`config.mk`:
```
export PLATFORM = sky130hd
export DESIGN_NAME = sha256_round_stage
export DESIGN_NICKNAME = d
export VERILOG_FILES = /design/src/rtl/sha256_round_stage.sv
export SDC_FILE = /design/constraint.sdc
export NUM_CORES = 2
export LEC_CHECK = 0
export CAP_MARGIN = 20
export CORE_AREA = 2 2 404 406
export CTS_BUF_LIST = sky130_fd_sc_hd__clkbuf_16
export DETAILED_ROUTE_END_ITERATION = 10
export DIE_AREA = 0 0 406 408
export DONT_BUFFER_PORTS = 1
export GPL_TIMING_DRIVEN = 0
export MAX_ROUTING_LAYER = met4
export SYNTH_ARGS = -nofsm -noshare
export SYNTH_HDL_FRONTEND = slang
export SYNTH_SLANG_ARGS = --single-unit
```
`constraint.sdc`:
```
create_clock -name clk -period 12.4 [get_ports clk]
set_clock_uncertainty 0.2 [all_clocks]
set_input_delay 3.1 -clock clk [delete_from_list [all_inputs] [get_ports clk]]
set_output_delay 3.1 -clock clk [all_outputs]
set_load 0.005 [all_outputs]
```
`src/rtl/sha256_round_stage.sv`:
```
// sha256_round_stage
// One stage of the pipelined SHA-256 compressor. On a start request it
// captures the working state a..h and the last DELAY words of the schedule
// window, then runs DELAY compression rounds (one per clock) using K
// constants starting at global round ROUND_BASE. The resulting state is
// presented on Hout together with a single-cycle valid pulse.
//
// Ports:
//   clk    - clock, rising edge
//   reset  - asynchronous, active-low reset
//   en     - start request, only honoured while idle
//   Hin    - working state in, word i at [i*WORD_S +: WORD_S], word 0 = a
//   Win    - schedule window, round j uses word W_BLKCNT-DELAY+j
//   busy   - high while rounds are executing
//   valid  - one-cycle pulse when Hout has been updated
//   Hout   - resulting working state, same layout as Hin, held between results
module sha256_round_stage #(
   parameter int WORD_S     = 32,
   parameter int W_BLKCNT   = 16,
   parameter int DELAY      = 4,
   parameter int ROUND_BASE = 16
) (
   input  logic                         clk,
   input  logic                         reset,
   input  logic                         en,
   input  logic [8*WORD_S-1:0]          Hin,
   input  logic [W_BLKCNT*WORD_S-1:0]   Win,
   output logic                         busy,
   output logic                         valid,
   output logic [8*WORD_S-1:0]          Hout
);

   localparam int CNT_W = (DELAY > 1) ? $clog2(DELAY) : 1;
   localparam logic [CNT_W-1:0] CNT_LAST = CNT_W'(DELAY - 1);

   localparam logic [WORD_S-1:0] K_ROM [64] = '{
      32'h428a2f98, 32'h71374491, 32'hb5c0fbcf, 32'he9b5dba5,
      32'h3956c25b, 32'h59f111f1, 32'h923f82a4, 32'hab1c5ed5,
      32'hd807aa98, 32'h12835b01, 32'h243185be, 32'h550c7dc3,
      32'h72be5d74, 32'h80deb1fe, 32'h9bdc06a7, 32'hc19bf174,
      32'he49b69c1, 32'hefbe4786, 32'h0fc19dc6, 32'h240ca1cc,
      32'h2de92c6f, 32'h4a7484aa, 32'h5cb0a9dc, 32'h76f988da,
      32'h983e5152, 32'ha831c66d, 32'hb00327c8, 32'hbf597fc7,
      32'hc6e00bf3, 32'hd5a79147, 32'h06ca6351, 32'h14292967,
      32'h27b70a85, 32'h2e1b2138, 32'h4d2c6dfc, 32'h53380d13,
      32'h650a7354, 32'h766a0abb, 32'h81c2c92e, 32'h92722c85,
      32'ha2bfe8a1, 32'ha81a664b, 32'hc24b8b70, 32'hc76c51a3,
      32'hd192e819, 32'hd6990624, 32'hf40e3585, 32'h106aa070,
      32'h19a4c116, 32'h1e376c08, 32'h2748774c, 32'h34b0bcb5,
      32'h391c0cb3, 32'h4ed8aa4a, 32'h5b9cca4f, 32'h682e6ff3,
      32'h748f82ee, 32'h78a5636f, 32'h84c87814, 32'h8cc70208,
      32'h90befffa, 32'ha4506ceb, 32'hbef9a3f7, 32'hc67178f2
   };

   typedef enum logic {IDLE, RUN} state_t;

   state_t            state;
   state_t            state_next;
   logic [CNT_W-1:0]  cnt;
   logic [WORD_S-1:0] wv [8];
   logic [WORD_S-1:0] w_buf [DELAY];
   logic              done;
   logic              capture;
   logic              last_round;
   logic [5:0]        k_idx;
   logic [WORD_S-1:0] t1;
   logic [WORD_S-1:0] t2;

   function automatic logic [WORD_S-1:0] rotr(input logic [WORD_S-1:0] x, input int s);
      return (x >> s) | (x << (WORD_S - s));
   endfunction

   // State register
   always_ff @(posedge clk or negedge reset) begin
      if (!reset) state <= IDLE;
      else        state <= state_next;
   end

   // Next state: a start is only taken while idle, and the final round
   // returns to IDLE so a new start can be accepted in the valid cycle.
   always_comb begin
      state_next = state;
      capture    = 1'b0;
      last_round = 1'b0;
      case (state)
         IDLE: begin
            if (en) begin
               capture    = 1'b1;
               state_next = RUN;
            end
         end
         RUN: begin
            if (cnt == CNT_LAST) begin
               last_round = 1'b1;
               state_next = IDLE;
            end
         end
         default: state_next = IDLE;
      endcase
   end

   // One compression round on the current a..h registers
   always_comb begin
      k_idx = 6'(ROUND_BASE) + 6'(cnt);
      t1 = wv[7]
         + (rotr(wv[4], 6) ^ rotr(wv[4], 11) ^ rotr(wv[4], 25))
         + ((wv[4] & wv[5]) ^ (~wv[4] & wv[6]))
         + K_ROM[k_idx]
         + w_buf[cnt];
      t2 = (rotr(wv[0], 2) ^ rotr(wv[0], 13) ^ rotr(wv[0], 22))
         + ((wv[0] & wv[1]) ^ (wv[0] & wv[2]) ^ (wv[1] & wv[2]));
   end

   // Datapath. The result is published one cycle after the last round, so
   // Hout reads the settled a..h registers even if a new capture overwrites
   // them on the same edge.
   always_ff @(posedge clk or negedge reset) begin
      if (!reset) begin
         cnt   <= '0;
         done  <= 1'b0;
         valid <= 1'b0;
         Hout  <= '0;
         for (int i = 0; i < 8; i++) wv[i] <= '0;
         for (int j = 0; j < DELAY; j++) w_buf[j] <= '0;
      end else begin
         done  <= last_round;
         valid <= done;
         if (done) begin
            for (int i = 0; i < 8; i++) Hout[i*WORD_S +: WORD_S] <= wv[i];
         end
         if (capture) begin
            cnt <= '0;
            for (int i = 0; i < 8; i++) wv[i] <= Hin[i*WORD_S +: WORD_S];
            for (int j = 0; j < DELAY; j++)
               w_buf[j] <= Win[(W_BLKCNT - DELAY + j)*WORD_S +: WORD_S];
         end else if (state == RUN) begin
            wv[7] <= wv[6];
            wv[6] <= wv[5];
            wv[5] <= wv[4];
            wv[4] <= wv[3] + t1;
            wv[3] <= wv[2];
            wv[2] <= wv[1];
            wv[1] <= wv[0];
            wv[0] <= t1 + t2;
            cnt   <= last_round ? '0 : cnt + CNT_W'(1);
         end
      end
   end

   assign busy = (state == RUN);

endmodule

```
### Word level (Yosys, flattened, before mapping)

Memory sizes are Yosys's and may differ from the RTL's.
Index checks and enable logic that the tools add are counted.

* magnitude comparators: 2
* reduce and logical (&&, ||, !) cells: 1
* bitwise logic cells: 22
* equal/unequal tests: 1
* multiplexer cells: 16
* add/subtract/negate cells: 9

Operators with widths (count)
* 2-to-1 mux 256 bit: 2
* adder 32 bit: 7
* XOR 32 bit: 7
* AND 32 bit: 5
* 2-to-1 mux 32 bit: 4
* binary-select mux 32 bit (select 2 bit): 1
* inverter 32 bit: 1
* bitwise OR 10 x 32 -> 32 bit: 1
* bitwise OR 19 x 32 -> 32 bit: 1
* bitwise OR 21 x 32 -> 32 bit: 1
* bitwise OR 26 x 32 -> 32 bit: 1
* bitwise OR 30 x 32 -> 32 bit: 1
* bitwise OR 7 x 32 -> 32 bit: 1
* >= comparator 7 bit, second input constant: 1
* inverter 6 -> 7 bit: 1
* adder 5 x 2 -> 6 bit, first input constant: 1
* 2-to-1 mux 2 bit: 3
* 2-to-1 mux 1 bit: 5
* >= comparator 3 bit, second input constant: 1
* inverter 2 -> 3 bit: 1
* adder 2 x 1 -> 2 bit, second input constant: 1
* equality test 2 bit, second input constant: 1
* case mux 1 bit (2 select lines): 1
* nonzero test 2 bit: 1
* inverter 1 bit: 1

* flip-flop bits (word level): 645
* memory bits (read-only): 2048
* memories kept: 1
* output and inout bits: 258

Memories
* (no name shown): depth 64, width 32, read ports 1, clocked after memory_dff 0, wr ports 0, RTL line 108 `+ K_ROM[k_idx]`

### Depth between registers and ports, before layout

* depth after elaboration: 10
* depth in mapped cells: 34
* depth with buffers taken out: 33

### Worst setup path before layout

OpenSTA, ideal clock, no wires.

* path type: reg-to-reg
* from: register cnt[0]
* to: register wv[255] (netlist bit)
* buffers on the path: 2
* slack: 4364 ps
* data arrival time: 7699 ps
* setup time: 137 ps
* cell stages (with the launch flop): 33
* cell sequence: dfrtp_1 clkbuf_1 buf_1 inv_1 ha_1 inv_1 fa_1 fa_1 inv_1 ha_1 a21o_1 a21oi_2 o21bai_1 a2111o_1 a31o_2 a21oi_1 o21ai_0 a31o_2 xor2_1 inv_1 fa_1 inv_1 ha_1 a21oi_1 o21ai_0 a2111oi_0 o311ai_0 a31oi_1 o311ai_1 a21oi_1 xnor2_1 xnor2_1 a21oi_1

* word-level cells in the longest chain between the ends: 10
* elaborated cells between the ends (all ways): 14
* those cells by class: add/sub (4); mux (7); bitwise (2); memory (1)

RTL lines
* start, declared: RTL line 59 `logic [CNT_W-1:0] cnt;`
* start signal, assigned: RTL line 145 `cnt <= last_round ? '0 : cnt + CNT_W'(1);`
* adder 5 x 2 -> 6 bit: RTL line 104 `k_idx = 6'(ROUND_BASE) + 6'(cnt);`
* inverter 6 -> 7 bit (not written as such): RTL line 108
* memory (64 x 32 bit)
* 2-to-1 mux 32 bit (not written as such) (2 in a row): RTL line 108
* adder 32 bit: RTL line 108
* adder 32 bit *: RTL line 109 `+ w_buf[cnt];`
* adder 32 bit *: RTL line 144 `wv[0] <= t1 + t2;`
* 2-to-1 mux 256 bit *: RTL line 136 `end else if (state == RUN) begin`
* 2-to-1 mux 256 bit *: RTL line 131 `if (capture) begin`
* end, declared: RTL line 60 `logic [WORD_S-1:0] wv [8];`

Every way passes the cells marked *; elsewhere a longest branch is shown, timed or not. The select of a mux whose other input is x is not followed.
A chain may end at the register's enable or synchronous reset.

### Worst setup path in the final report

* from: register cnt[1]
* to: register wv[247] (netlist bit)

The elaborated chain is that of the path after synthesis.

==> impl_results.md <==
* CTS tree: built
* Vias in the first global route at 26,600
* Area of the core at 162,000 um2
* Die footprint at 166,000 um2
* Final instance area at 42,100 um2
* CTS Buffer Depth at 3
* Root Buffer Master: clkbuf_16
* Top cells by count, synth: dfrtp_1, mux2_2, o21ai_0
* IO buf count at 0
* Setup CP Type: flop to flop
* Req. time, crit path at 12.79 ns
* Final hold violation count at 0
* Most area-hungry cell type in the Yosys netlist: dfrtp_1
* Adder-cell area share of the yosys netlist at 10.1%
* Final WL at 162,000 um
* Num rows at about 150
* Antenna Nets Post-Route at 0
* Layout overhead on the synthesized area at 15.5%
* Worst Max-Slew Pin Slew at 1.37 ns
* Avg Inst Size Synth at 11.3 um2
* Drt first pass iters at 5
* Hold Path Class: flop to flop
* Status: finished clean
* Most frequent cell after synthesis: dfrtp_1
* Post-Synth Simple-Gate Area at between 4 and 5%
* Vias per inst at 4.62
* GR Overflow Total at 0
* Top_reg_cell synth: dfrtp_1
* Largest family of logic cells by synthesized area: multiplexers
* Wire length per cell at slightly below 30 um
* Post-route insts no fill at 5,606
* Overall Global Routing Usage at 19.8%
* Post-cts resize count at 0
* Worst-path clk slew at 0.06 ns
* Clock latency on the worst-skew pair at 0.71 ns
* Startpoint Class: flop
* RSZ-0062 raised after global routing: no
* Setup Viol. Count Final at 0
* Ys Warns at 0
* Setup TNS at 0 ns
* Final Cycle Share at 88.5%
* I/O Pins at around 1,000
* Synthesized area at 36,500 um2
* Layout cell share with drive strength beyond 1 at 17.6%
* Tmin final at 10.97 ns
* R2r setup slk at roughly 1.4 ns
* Max Slew Vio Count at 0
* Cell family with most CP delay: compound AO/OA/AOI/OAI gates
* Placed Area at about 40,000 um2
* First-pass GRT wire length at 220,000 um
* Hold-fix buffers, CTS at 0
* Asr flop ratio synth at 100%
* Register area share after synthesis at 44.3%
* Post-synth EDFFs at 0
* Achievable Freq at 91.2 MHz
* Flops & latches, synth at 645
* Compound-cell area share of the yosys netlist at 9.29%
* Post-synthesis cell count at about 3,200
* Top area cells in the synthesized netlist: dfrtp_1, mux2_2, mux2i_1
* Largest net degree at the start of global routing at 646
* Post-DP HPWL at 132,000 um
* Synth Area in XOR/XNOR at 5.16%
* DR iter-0 viols at 1,884
* Max_cap viols at 0
* Starting Density at 22.6%
* Worst setup EP type: flop
* CTS Buf Count at 77
* Postcts setup bufs at 0
* Slowest stage delay, CP at 0.82 ns
* Critical path arrival at between 10 and 15 ns
* Netlist cell types at 62
* Post-synth top area share at between 40 and 50%
* CTS HTree Levels at 3
* Worst path slowest cell: dfrtp_1
* Die X at a little over 400 um
* Worst Path Max Fanout at 10
* # DRC at 0
* Syn_nets at 4,210
* Mux contribution to synthesized area at 21.7%
* Die extent in y at 408 um
* Max_slew headroom at 8.38%
* DP Cell Count at 5,402
* Initial antenna violation count at 64
* Nets at roughly 4,300
* Buffers & Inverters on Critical Path at 6
* Vias after detailed routing at roughly 26,000
* Clock sink count at roughly 650
* Routability-driven placement congestion ratio at 0.935
layout make-up:
| type | instances | area (um2) |
|---|---|---|
| buffer | 205 | 774 |
| clock inverter | 63 | 559 |
| sequential | 645 | 16100 |
| inverter | 251 | 942 |
| timing repair buffer | 14 | 260 |
| fill | 17000 | 120000 |
| antenna | 59 | 148 |
| tap | 2175 | 2720 |
| clock buffer | 78 | 1950 |
| multi-input combinational | 2116 | 18600 |
layer usage:
metal	up-vias	routed length (um)	GRT usage, %
met2	1050	71900	29.4
met5	-	0	-
met1	13300	72000	25.4
met4	0	4840	6.55
met3	198	13500	6.38
li1	11300	-	-
cells by family (layout without fill, tap and decap cells):
family / after synthesis / count (layout)
multiplexers: 701 / 701
flip-flops: 645 / 645
AO/OA/AOI/OAI: 575 / 575
buffers and inverters: 456 / 611
AND/OR/NAND/NOR: 401 / 401
adder cells (fa/ha/maj): 224 / 224
XOR/XNOR: 215 / 215
other: 0 / 59
sequential cells by signal, indices dropped and copies added (netlist names):
register  cells
busy          1
done          1
Hout        256
valid         1
wv          256
w_buf       128
cnt           2
worst register-to-register path, delay by kind of cell, from the launching register on:
kind / cells / cell delay, ns
flops: 1 / 0.82
xor+xnor: 1 / 0.67
simple gates: 1 / 0.31
compound gates: 17 / 4.13
buf+inv: 6 / 2.00
fa+ha+maj: 6 / 2.73
through the flow:
stage	setup slack (ns)	utilization (%)	hold WS, ns
3_3_place_gp	1.47	24.2	0.284
4_1_cts	1.44	25.9	0.304
3_5_place_dp	1.51	24.3	0.291
5_1_grt	0.950	26.0	0.315
2_1_floorplan	4.36	-	0.206
6_report	1.43	26.1	0.302
cell usage in the layout, fill, tap and decap left out, types with 7 or more instances in the layout:
master	Yosys	final
clkinv_1	0	9
buf_8	0	10
clkinv_2	0	16
nor2b_1	16	16
nand2b_1	12	12
mux4_2	32	32
a21o_1	72	72
ha_1	103	103
and3_1	10	10
nand2_1	264	264
buf_1	26	26
a211oi_1	19	19
mux2i_1	258	258
o21bai_1	14	14
dfrtp_1	645	645
or3_1	7	7
o211ai_1	7	7
clkbuf_16	0	78
xor2_1	76	76
inv_6	0	7
inv_1	251	262
a21oi_1	87	87
diode_2	0	59
o21ai_0	310	310
o21a_1	15	15
mux2_2	411	411
nor3_1	13	13
fa_1	119	119
clkbuf_1	178	175
nand3_1	16	16
xnor2_1	139	139
nor2_1	41	41
path summary, 6_finish.rpt:
check,startpoint,to,depth (start not counted)
max reg2reg,cnt[1],wv[247],31
min in group asynchronous,reset,Hout[92],0
min reg2reg,w_buf[54],w_buf[54],1
max in group asynchronous,reset,wv[74],2
min,w_buf[54],w_buf[54],1
max,cnt[1],wv[247],31
Power is not shown: default switching activity piles up to over one toggle a cycle in this logic, so the estimate is an artifact.
